--- config.mk ---
export PLATFORM = sky130hd
export DESIGN_NAME = fp_div_result_queue
export DESIGN_NICKNAME = d
export VERILOG_FILES = /design/src/rtl/fp_div_pkg.sv /design/src/rtl/fp_sync_fifo.sv /design/src/rtl/fp_div_result_queue.sv
export SDC_FILE = /design/constraint.sdc
export NUM_CORES = 1
export LEC_CHECK = 0
export CAP_MARGIN = 20
export CORE_ASPECT_RATIO = 1.75
export CORE_MARGIN = 2
export CORE_UTILIZATION = 45
export DETAILED_ROUTE_END_ITERATION = 12
export HOLD_SLACK_MARGIN = 0.03
export PLACE_DENSITY_LB_ADDON = 0.12
export RECOVER_POWER = 25
export SYNTH_ARGS = -nofsm -noshare
export SYNTH_HDL_FRONTEND = slang
export SYNTH_SLANG_ARGS = --single-unit
--- constraint.sdc ---
create_clock -name clk -period 8.4 [get_ports clk]
set_input_delay 1.68 -clock clk [delete_from_list [all_inputs] [get_ports clk]]
set_output_delay 1.68 -clock clk [all_outputs]
set_load 0.01 [all_outputs]
--- src/rtl/fp_div_pkg.sv ---
// Shared constants, types and the result classifier for the divider result queue.
package fp_div_pkg;

  // IEEE-754 single-precision field layout
  localparam int unsigned EXP_W    = 8;
  localparam int unsigned FRAC_W   = 23;
  localparam int unsigned FRAC_LSB = 0;
  localparam int unsigned EXP_LSB  = FRAC_W;
  localparam int unsigned FP_W     = 32;

  // Classification flag bit positions
  localparam int unsigned FLAG_W     = 4;
  localparam int unsigned FLG_ZERO   = 0;
  localparam int unsigned FLG_INF    = 1;
  localparam int unsigned FLG_NAN    = 2;
  localparam int unsigned FLG_DENORM = 3;

  // Default tag width
  localparam int unsigned TAG_W = 4;

  // Buffered result entry at the default tag width. The queue packs the same fields in
  // the same order (z high, flags low) so that MASK_W can be overridden.
  typedef struct packed {
    logic [FP_W-1:0]   z;
    logic [TAG_W-1:0]  mask;
    logic [FLAG_W-1:0] flags;
  } result_t;

  // The sign bit is ignored. At most one flag is set; normal numbers get no flag.
  function automatic logic [FLAG_W-1:0] classify(input logic [FP_W-1:0] z);
    logic [EXP_W-1:0]  e;
    logic [FRAC_W-1:0] f;
    logic [FLAG_W-1:0] flg;
    e   = z[EXP_LSB +: EXP_W];
    f   = z[FRAC_LSB +: FRAC_W];
    flg = '0;
    if (e == '0) begin
      if (f == '0) flg[FLG_ZERO] = 1'b1;
      else         flg[FLG_DENORM] = 1'b1;
    end else if (e == '1) begin
      if (f == '0) flg[FLG_INF] = 1'b1;
      else         flg[FLG_NAN] = 1'b1;
    end
    return flg;
  endfunction

endpackage

--- src/rtl/fp_sync_fifo.sv ---
// Synchronous first-word-fall-through FIFO with wrap-bit pointers.
// A push while full is dropped unless a pop happens on the same edge.
module fp_sync_fifo #(
  parameter int unsigned WIDTH = 8,
  parameter int unsigned DEPTH = 4,
  localparam int unsigned AW   = $clog2(DEPTH)
) (
  input  logic             clk,
  input  logic             reset,
  input  logic             iPush,
  input  logic [WIDTH-1:0] iData,
  input  logic             iPop,
  output logic [WIDTH-1:0] oData,
  output logic             oFull,
  output logic             oEmpty,
  output logic [AW:0]      oCount
);

  logic [WIDTH-1:0] mem [DEPTH];
  logic [AW:0]      wrPtr;
  logic [AW:0]      rdPtr;
  logic             doPush;
  logic             doPop;

  assign oEmpty = (wrPtr == rdPtr);
  assign oFull  = (wrPtr[AW-1:0] == rdPtr[AW-1:0]) && (wrPtr[AW] != rdPtr[AW]);
  assign oCount = wrPtr - rdPtr;
  assign doPop  = iPop & ~oEmpty;
  assign doPush = iPush & (~oFull | doPop);
  // An empty FIFO presents zero rather than stale storage
  assign oData  = oEmpty ? '0 : mem[rdPtr[AW-1:0]];

  // Pointer update
  always_ff @(posedge clk or posedge reset) begin
    if (reset) begin
      wrPtr <= '0;
      rdPtr <= '0;
    end else begin
      if (doPush) wrPtr <= wrPtr + 1'b1;
      if (doPop)  rdPtr <= rdPtr + 1'b1;
    end
  end

  // Storage write; contents are don't-care until pushed, so no reset
  always_ff @(posedge clk) begin
    if (doPush) mem[wrPtr[AW-1:0]] <= iData;
  end

endmodule

--- src/rtl/fp_div_result_queue.sv ---
// Pairs divider results with their issue tags, classifies them and buffers them behind a
// valid/ready port. Issue credit covers both in-flight and buffered entries, so the
// divider (which cannot stall) never overruns the result buffer.
module fp_div_result_queue
  import fp_div_pkg::*;
#(
  parameter int unsigned DEPTH  = 4,
  parameter int unsigned MASK_W = 4,
  parameter int unsigned CNT_W  = 5
) (
  input  logic              clk,
  input  logic              reset,
  input  logic              iIssueValid,
  input  logic [MASK_W-1:0] iIssueMask,
  output logic              oIssueReady,
  input  logic              iDivDone,
  input  logic [31:0]       iDivZ,
  output logic              oValid,
  input  logic              iReady,
  output logic [31:0]       oZ,
  output logic [MASK_W-1:0] oMask,
  output logic [3:0]        oFlags,
  output logic [CNT_W-1:0]  oOutstanding,
  output logic              oOverflow,
  output logic              oUnderflow
);

  localparam int unsigned RES_W = FP_W + MASK_W + FLAG_W;
  localparam logic [CNT_W:0] DepthC = (CNT_W + 1)'(DEPTH);

  logic [1:0]        rstSyncQ;
  logic              rstInt;

  logic              tagPush;
  logic              tagPop;
  logic [MASK_W-1:0] tagHead;
  logic              tagFull;
  logic              tagEmpty;
  logic [CNT_W-1:0]  tagCount;

  logic              resPush;
  logic              resPop;
  logic [RES_W-1:0]  resIn;
  logic [RES_W-1:0]  resOut;
  logic              resFull;
  logic              resEmpty;
  logic [CNT_W-1:0]  resCount;

  logic [CNT_W:0]    occ;
  logic              doneOk;

  // Reset asserts immediately, releases two edges later in step with the clock
  always_ff @(posedge clk or posedge reset) begin
    if (reset) rstSyncQ <= 2'b11;
    else       rstSyncQ <= {rstSyncQ[0], 1'b0};
  end
  assign rstInt = rstSyncQ[1];

  // Credit: everything issued and not yet consumed counts against DEPTH
  assign occ         = {1'b0, tagCount} + {1'b0, resCount};
  assign oIssueReady = (occ < DepthC);

  // A completion with no tag waiting is an underflow and is discarded
  assign doneOk  = iDivDone & ~tagEmpty;
  assign tagPop  = doneOk;
  assign tagPush = iIssueValid & (~tagFull | tagPop);
  assign resPop  = ~resEmpty & iReady;
  assign resPush = doneOk & (~resFull | resPop);
  assign resIn   = {iDivZ, tagHead, classify(iDivZ)};

  fp_sync_fifo #(
    .WIDTH (MASK_W),
    .DEPTH (DEPTH)
  ) tagFifo (
    .clk    (clk),
    .reset  (rstInt),
    .iPush  (tagPush),
    .iData  (iIssueMask),
    .iPop   (tagPop),
    .oData  (tagHead),
    .oFull  (tagFull),
    .oEmpty (tagEmpty),
    .oCount (tagCount)
  );

  fp_sync_fifo #(
    .WIDTH (RES_W),
    .DEPTH (DEPTH)
  ) resFifo (
    .clk    (clk),
    .reset  (rstInt),
    .iPush  (resPush),
    .iData  (resIn),
    .iPop   (resPop),
    .oData  (resOut),
    .oFull  (resFull),
    .oEmpty (resEmpty),
    .oCount (resCount)
  );

  // Sticky error flags, cleared only by reset
  always_ff @(posedge clk or posedge rstInt) begin
    if (rstInt) begin
      oOverflow  <= 1'b0;
      oUnderflow <= 1'b0;
    end else begin
      if (iIssueValid && !oIssueReady) oOverflow  <= 1'b1;
      if (iDivDone && tagEmpty)        oUnderflow <= 1'b1;
    end
  end

  assign oValid       = ~resEmpty;
  assign oZ           = resOut[RES_W-1 -: FP_W];
  assign oMask        = resOut[FLAG_W +: MASK_W];
  assign oFlags       = resOut[FLAG_W-1:0];
  assign oOutstanding = tagCount;

endmodule
-- Word-level counts from Yosys, hierarchy flattened
Memories as Yosys holds them, arrays and structs flattened.
Cells that the tools add are included.
- bits in registers: 16
- RAM bits: 176
- input port bits: 41
- output and inout bits: 49
- logic and storage cells: 59
- memories: 2
- add/sub/neg operators: 7
- $lt $le $gt $ge: 1
- equality and inequality tests: 7
- multiplexer cells: 12
- bitwise logic cells: 16
- reductions and logical operators: 7
- memories (memory ; words ; bits a word ; read ports ; clocked after Yosys merged registers in ; wr ports ; RTL line ; text):
    resFifo.mem ; 4 ; 40 ; 1 ; 0 ; 1 ; fp_sync_fifo.sv:19 ; logic [WIDTH-1:0] mem [DEPTH];
    tagFifo.mem ; 4 ; 4 ; 1 ; 0 ; 1 ; fp_sync_fifo.sv:19 ;
- operators with widths (kind ; number):
    2-to-1 mux 40 bit ; 1
    logical NOT 23 bit ; 1
    adder 3 x 1 -> 3 bit, second input constant ; 4
    AND 1 bit ; 8
    == test 8 bit, second input constant ; 1
    logical NOT 8 bit ; 1
    2-to-1 mux 1 bit ; 8
    == test 3 bit ; 2
    subtractor 3 bit ; 2
    adder 3 x 3 -> 4 bit ; 1
    == test 2 bit ; 2
    logical AND 1 bit ; 4
    < comparator 4 x 3 -> 1 bit, second input constant ; 1
    2-to-1 mux 2 bit ; 2
    2-to-1 mux 4 bit ; 1
    NOT 1 bit ; 4
    bitwise OR 1 bit ; 4
    != test 1 bit ; 2
    logical NOT 1 bit ; 1

-- Longest topological paths before layout
- depth in word-level cells: 8
- depth in mapped cells: 9
- mapped depth without buffers: 8

-- Hierarchy
Synthesis repeated with hierarchy kept, for this count alone.
- cell total of the unflattened synthesis: 414
- area total of the unflattened synthesis: 7941.4 um2
- by module, submodules not included (module ; instances ; cells each ; area an instance (um2) ; sequential area each (um2)):
    fp_sync_fifo at resFifo ; 1 ; 300 ; 6510.0 ; 4954.8
    fp_sync_fifo at tagFifo ; 1 ; 71 ; 1069.8 ; 630.6
    fp_div_result_queue ; 1 ; 43 ; 361.6 ; 102.6

-- Worst setup path before layout
Ideal clock, no wire load.
- path type: reg2out
- start point: reg resFifo.rdPtr[1]
- end point: out oIssueReady
- arrival: 2.606 ns
- data required time: 6.720 ns
- path slack: 4.114 ns
- stages on the path, launching flop included: 8
- buffers on the path: 2
- cell sequence: dfrtp_1 -> clkbuf_1 -> clkbuf_1 -> inv_1 -> fa_1 -> xnor2_1 -> ha_1 -> a2111oi_0
- longest elaborated chain between the ends: 3
- RTL lines (what ; RTL line ; text):
    from (decl) ; fp_sync_fifo.sv:21 ; logic [AW:0] rdPtr;
    from (signal assigned) ; fp_sync_fifo.sv:40 ; if (doPop) rdPtr <= rdPtr + 1'b1;
    subtractor 3 bit ; fp_sync_fifo.sv:27 ; assign oCount = wrPtr - rdPtr;
    adder 3 x 3 -> 4 bit ; fp_div_result_queue.sv:60 ; assign occ = {1'b0, tagCount} + {1'b0, resCount};
    < comparator 4 x 3 -> 1 bit ; fp_div_result_queue.sv:61 ; assign oIssueReady = (occ < DepthC);
    to (decl) ; fp_div_result_queue.sv:15 ; output logic oIssueReady,
No other way between the ends.

-- Worst setup path in the final report
- start point: reg tagFifo.rdPtr[0]
- end point: out oIssueReady
- longest elaborated chain between the ends: 3
- RTL lines (what ; RTL line):
    from (decl) ; fp_sync_fifo.sv:21
    from (signal assigned) ; fp_sync_fifo.sv:40
    subtractor 3 bit ; fp_sync_fifo.sv:27
    adder 3 x 3 -> 4 bit ; fp_div_result_queue.sv:60
    < comparator 4 x 3 -> 1 bit ; fp_div_result_queue.sv:61
No other way between the ends.

==> flow_results.org <==
** Outcome
- Outcome :: completed

** Placement
- Count of input and output buffers :: 87
- Including well taps, the total number of placed cells is 694.
- Detailed placer's ending HPWL :: 8660 µm
- Last weighted congestion value of the routability-driven placer :: 0.687

** STA
- Number of hold-slack violations in the final timing report :: 0
- For this run, the top clock speed supported by timing is 201 MHz.
- Setup violations remaining at the end of the flow were counted as 0.
- The worst path uses 59.2% of the clock period.
- Setup repair after global routing left no endpoint under its margin.
- Final critical path time including I/O delays and setup :: 4970 ps
- Measured against its own limit, the worst slew margin works out to 43.6%.
- Final slew viol count :: 0
- For the pin with the worst max-slew slack, the measured transition is 846 ps.
- Adding up every negative setup slack in the final design gives 0 ps.
- Worst clock skew :: 8.57 ps

** Die
- Number of core rows :: 63
- Die Y-Extent :: 178 µm
- Measured along the x axis, the die boundary spans 103 µm.
- I/O pins :: 90
- Die Footprint :: 18,400 µm²
- Effective utilization at floorplan :: 46.0%
- After floorplanning, the core was sized to cover 16,900 µm².

** Synthesis
- In the synthesized netlist, the number of instances is 391.
- Sequential elements use 73.0% of the synthesized area.
- Multiplexer share of the synthesized area :: 13.1%
- Mapped Avg Cell Area :: 19.9 µm²
- Register bit total from synthesis :: 192
- The Yosys step of the flow raised 0 warnings.
- The synthesized netlist devotes 0.899% of its cell area to compound gates.
- Summing the areas of all xor and xnor instances in the mapped netlist gives 1.54% of the synthesized area.
- Post-synthesis adder-cell area fraction :: 3.08%
- By area, the combinational part of the netlist is dominated by multiplexers.
- Simple-Gate Fraction of Synth Area :: 6.52%
- Counting distinct cell types in the post-synthesis netlist gives 36.
- Cell area after synthesis :: 7790 µm²

** Global routing
- Vias in the first global route :: 4,081
- Global routing used 16.7% of the available tracks across all layers.
- The initial antenna violation count came to 1.
- Maximum number of pins on one net before global-route repair :: 44
- Global-route wire length before repair :: 22,300 µm
- Summed over all layers, the global routing overflow is 0.

** Route
- Dividing the detail-routed via count by the number of cells gives 5.16.
- Residual antenna-violating net count after detailed routing :: 0
- Total vias in the final route :: 3,754
- Detailed-routing iteration count for the pre-antenna-repair pass :: 4
- Routed wire length per instance :: 19.6 µm
- DRC :: 0
- Routed wire length :: 14,300 µm
- Count of routing violations after the opening detailed-route iteration :: 177

** CTS
- The clock passes through at most 2 buffers.
- The later pin in the worst-skew pair is clocked with a latency of 430 ps.
- In this run, CTS created clock tree buffers numbering 17.
- Clk root buf :: clkbuf_16
- Clock tree from TritonCTS :: built
- The number of gates resized after CTS was 0.
- Clock-pin slew was measured on the worst setup and hold paths at 70 ps.
- The clock net in this run drives a total of 192 sinks.
- CTS H-Tree Depth :: 4
- Buffer count from post-CTS setup fixing :: 0
- In this run, post-CTS hold repair placed 0 buffers.

** Critical path
- STA puts the critical path data required time at 6720 ps.
- For the worst setup path, the data arrival time is 3290 ps.
- Delay of the slowest cell on the worst path :: 640 ps
- The worst register-to-register path has a depth of 6.
- Start point of the critical path :: tagFifo.rdPtr[0]
- Endpoint of the worst-slack reg-to-reg timing path :: resFifo.mem[0][39]
- R2R Setup Slk :: 5700 ps
- In this run the critical register-to-register path is launched from resFifo.rdPtr[1].
- The largest individual stage delay along the critical path comes from the cell clkdlybuf4s50_1.
- STA classifies the critical path endpoint as an output port.
- Of all nets on the critical path, the largest fanout is 7.
- CP Launch Type :: flop
- CP Cell Sequence :: ha_1, inv_1, fa_1, xor2_1, ha_1, a2111oi_0, clkdlybuf4s50_1
- Setup CP Type :: reg2out
- Most frequent cell on the critical path :: ha_1

** Power and ir drop
- The clock network accounts for 19.8% of the total power.
- Of the total power, combinational logic draws 42.8%.
- Summing internal, switching and leakage power gives 3.83 mW.
- Sequential cells account for 37.5% of the total power.
- Summed over all nets, the switching power comes to 1.21 mW.
- Net switching is 31.6% of the power.
- The internal power of the cells totals 2.62 mW.
- Dividing total power by cell area gives a power density of 404 nW/µm².
- IR analysis of the VDD net gives a maximum drop of 0.295 mV.
- Static leakage power :: 3.17 nW

** Finish
- Number of filler cells placed in the layout :: 1,321
- Fraction of final layout cells sized beyond drive strength 1 :: 19.2%
- From synthesis to final layout, the design area changed by 21.7%.
- Number of nets at the end of the flow :: 546
- After the flow finishes, the layout carries non-filler instances totaling 727.

** Min path
- Worst min-delay path class :: reg2async

** Run
- The tool flagged a number of max-cap violations equal to 0.
==> cell families after synthesis <==
logic type / Yosys count
XOR/XNOR: 12
adder cells (fa/ha/maj): 18
other: 1
multiplexers: 46
buffers and inverters: 31
AND/OR/NAND/NOR: 84
AO/OA/AOI/OAI: 7
flip-flops: 192
==> worst max path at each step <==
stage / end / slack, ps / cells past startpoint
detailed placement: oIssueReady / 3280 / 6
CTS: oIssueReady / 2780 / 6
floorplan: oIssueReady / 4110 / 7
finish: oIssueReady / 3430 / 7
global route: oIssueReady / 3230 / 7
global placement: oIssueReady / 3280 / 6
==> cell type report <==
| cell class | instances | area (µm²) | share of cell area, % |
|---|---|---|---|
| Tap cell | 227 | 284 | 3.00 |
| Clock buffer | 17 | 425 | 4.49 |
| Antenna cell | 1 | 2.50 | 0.0264 |
| Inverter | 13 | 48.8 | 0.515 |
| Multi-Input combinational cell | 170 | 1970 | 20.8 |
| Sequential cell | 192 | 5690 | 60.0 |
| Clock inverter | 14 | 130 | 1.37 |
| Timing Repair Buffer | 93 | 928 | 9.80 |
==> worst max-delay path: cells and delay by family, from the launching register on <==
family,cells,cell delay [ps]
adder cells (fa/ha/maj),3,920
buffers and inverters,2,690
flip-flops,1,580
AO/OA/AOI/OAI,1,500
XOR/XNOR,1,190
==> cells in the final DEF (no fill, tap or decap), drive strengths merged, types with 2 or more instances in the layout <==
master,n
edfxtp,176
dfrtp,14
inv,19
o21ai,2
conb,3
nor2,4
buf,6
nand4,3
xnor2,7
ha,16
nor2b,4
dfstp,2
nor4,8
fa,2
nor3,3
clkbuf,17
dlygate4sd3,21
clkinv,7
xor2,5
nand2,8
mux2,2
mux4,44
and2,50
clkdlybuf4s50,66
==> sequential cells by signal, indices dropped and copies added, names as in the netlist <==
register,flops
oOverflow,1
oUnderflow,1
resFifo.mem,160
resFifo.rdPtr,3
resFifo.wrPtr,3
rstSyncQ,2
tagFifo.mem,16
tagFifo.rdPtr,3
tagFifo.wrPtr,3
==> per-stage QoR <==
stage | setup slack [ps] | utilization (%) | instance area (µm²) | hold WS, ps
final | 3430 | 55.9 | 9480 | 302
after global placement | 3280 | 52.5 | 8900 | 323
after detailed placement | 3280 | 52.5 | 8900 | 316
after CTS | 2780 | 55.8 | 9460 | 322
after floorplan | 4110 | - | 7800 | 234
after global routing | 3230 | 55.9 | 9480 | 359
==> synth_stat cells, drive strengths merged <==
library cell  number  share of area [%]
o21bai             1              0.096
nor4               8               0.64
o21ai              2               0.13
clkbuf             6               0.29
inv               13               0.63
fa                 2               0.51
mux4              44                 13
nor3               3               0.19
xor2               5               0.75
edfxtp           176                 68
nand2              8               0.48
a221oi             1               0.34
and2              50                4.1
ha                16                2.6
o31a               1               0.13
xnor2              7               0.79
dfstp              2               0.67
and3b              1               0.11
nor2               4               0.19
buf               12               0.92
nand2b             1               0.11
dfrtp             14                4.5
or2                1              0.080
a2111oi            1               0.11
nor2b              4               0.32
nand4              3               0.24
a21o               1              0.096
mux2               2               0.34
conb               1              0.048
nand3              1              0.064
==> per-layer routing <==
layer / part of all wire [%] / global-route usage, % / wire length [µm] / up-vias
met5: 0 / 0 / 0 / -
met4: 1.5 / 5.92 / 221 / 0
met2: 56 / 30.1 / 7970 / 87
met3: 4.2 / 3.84 / 599 / 17
li1: - / - / - / 1710
met1: 38 / 19.0 / 5490 / 1940
==> power groups by stage <==
stage / clock [mW] / combinational [mW] / sequential, mW
after floorplan: 0 / 0.984 / 1.42
after global placement: 0 / 1.64 / 1.48
after detailed placement: 0 / 1.65 / 1.50
after CTS: 0.775 / 1.66 / 1.48
after global routing: 0.808 / 1.80 / 1.46
final: 0.757 / 1.64 / 1.44
No activity file was read; power rests on OpenSTA's default activity.
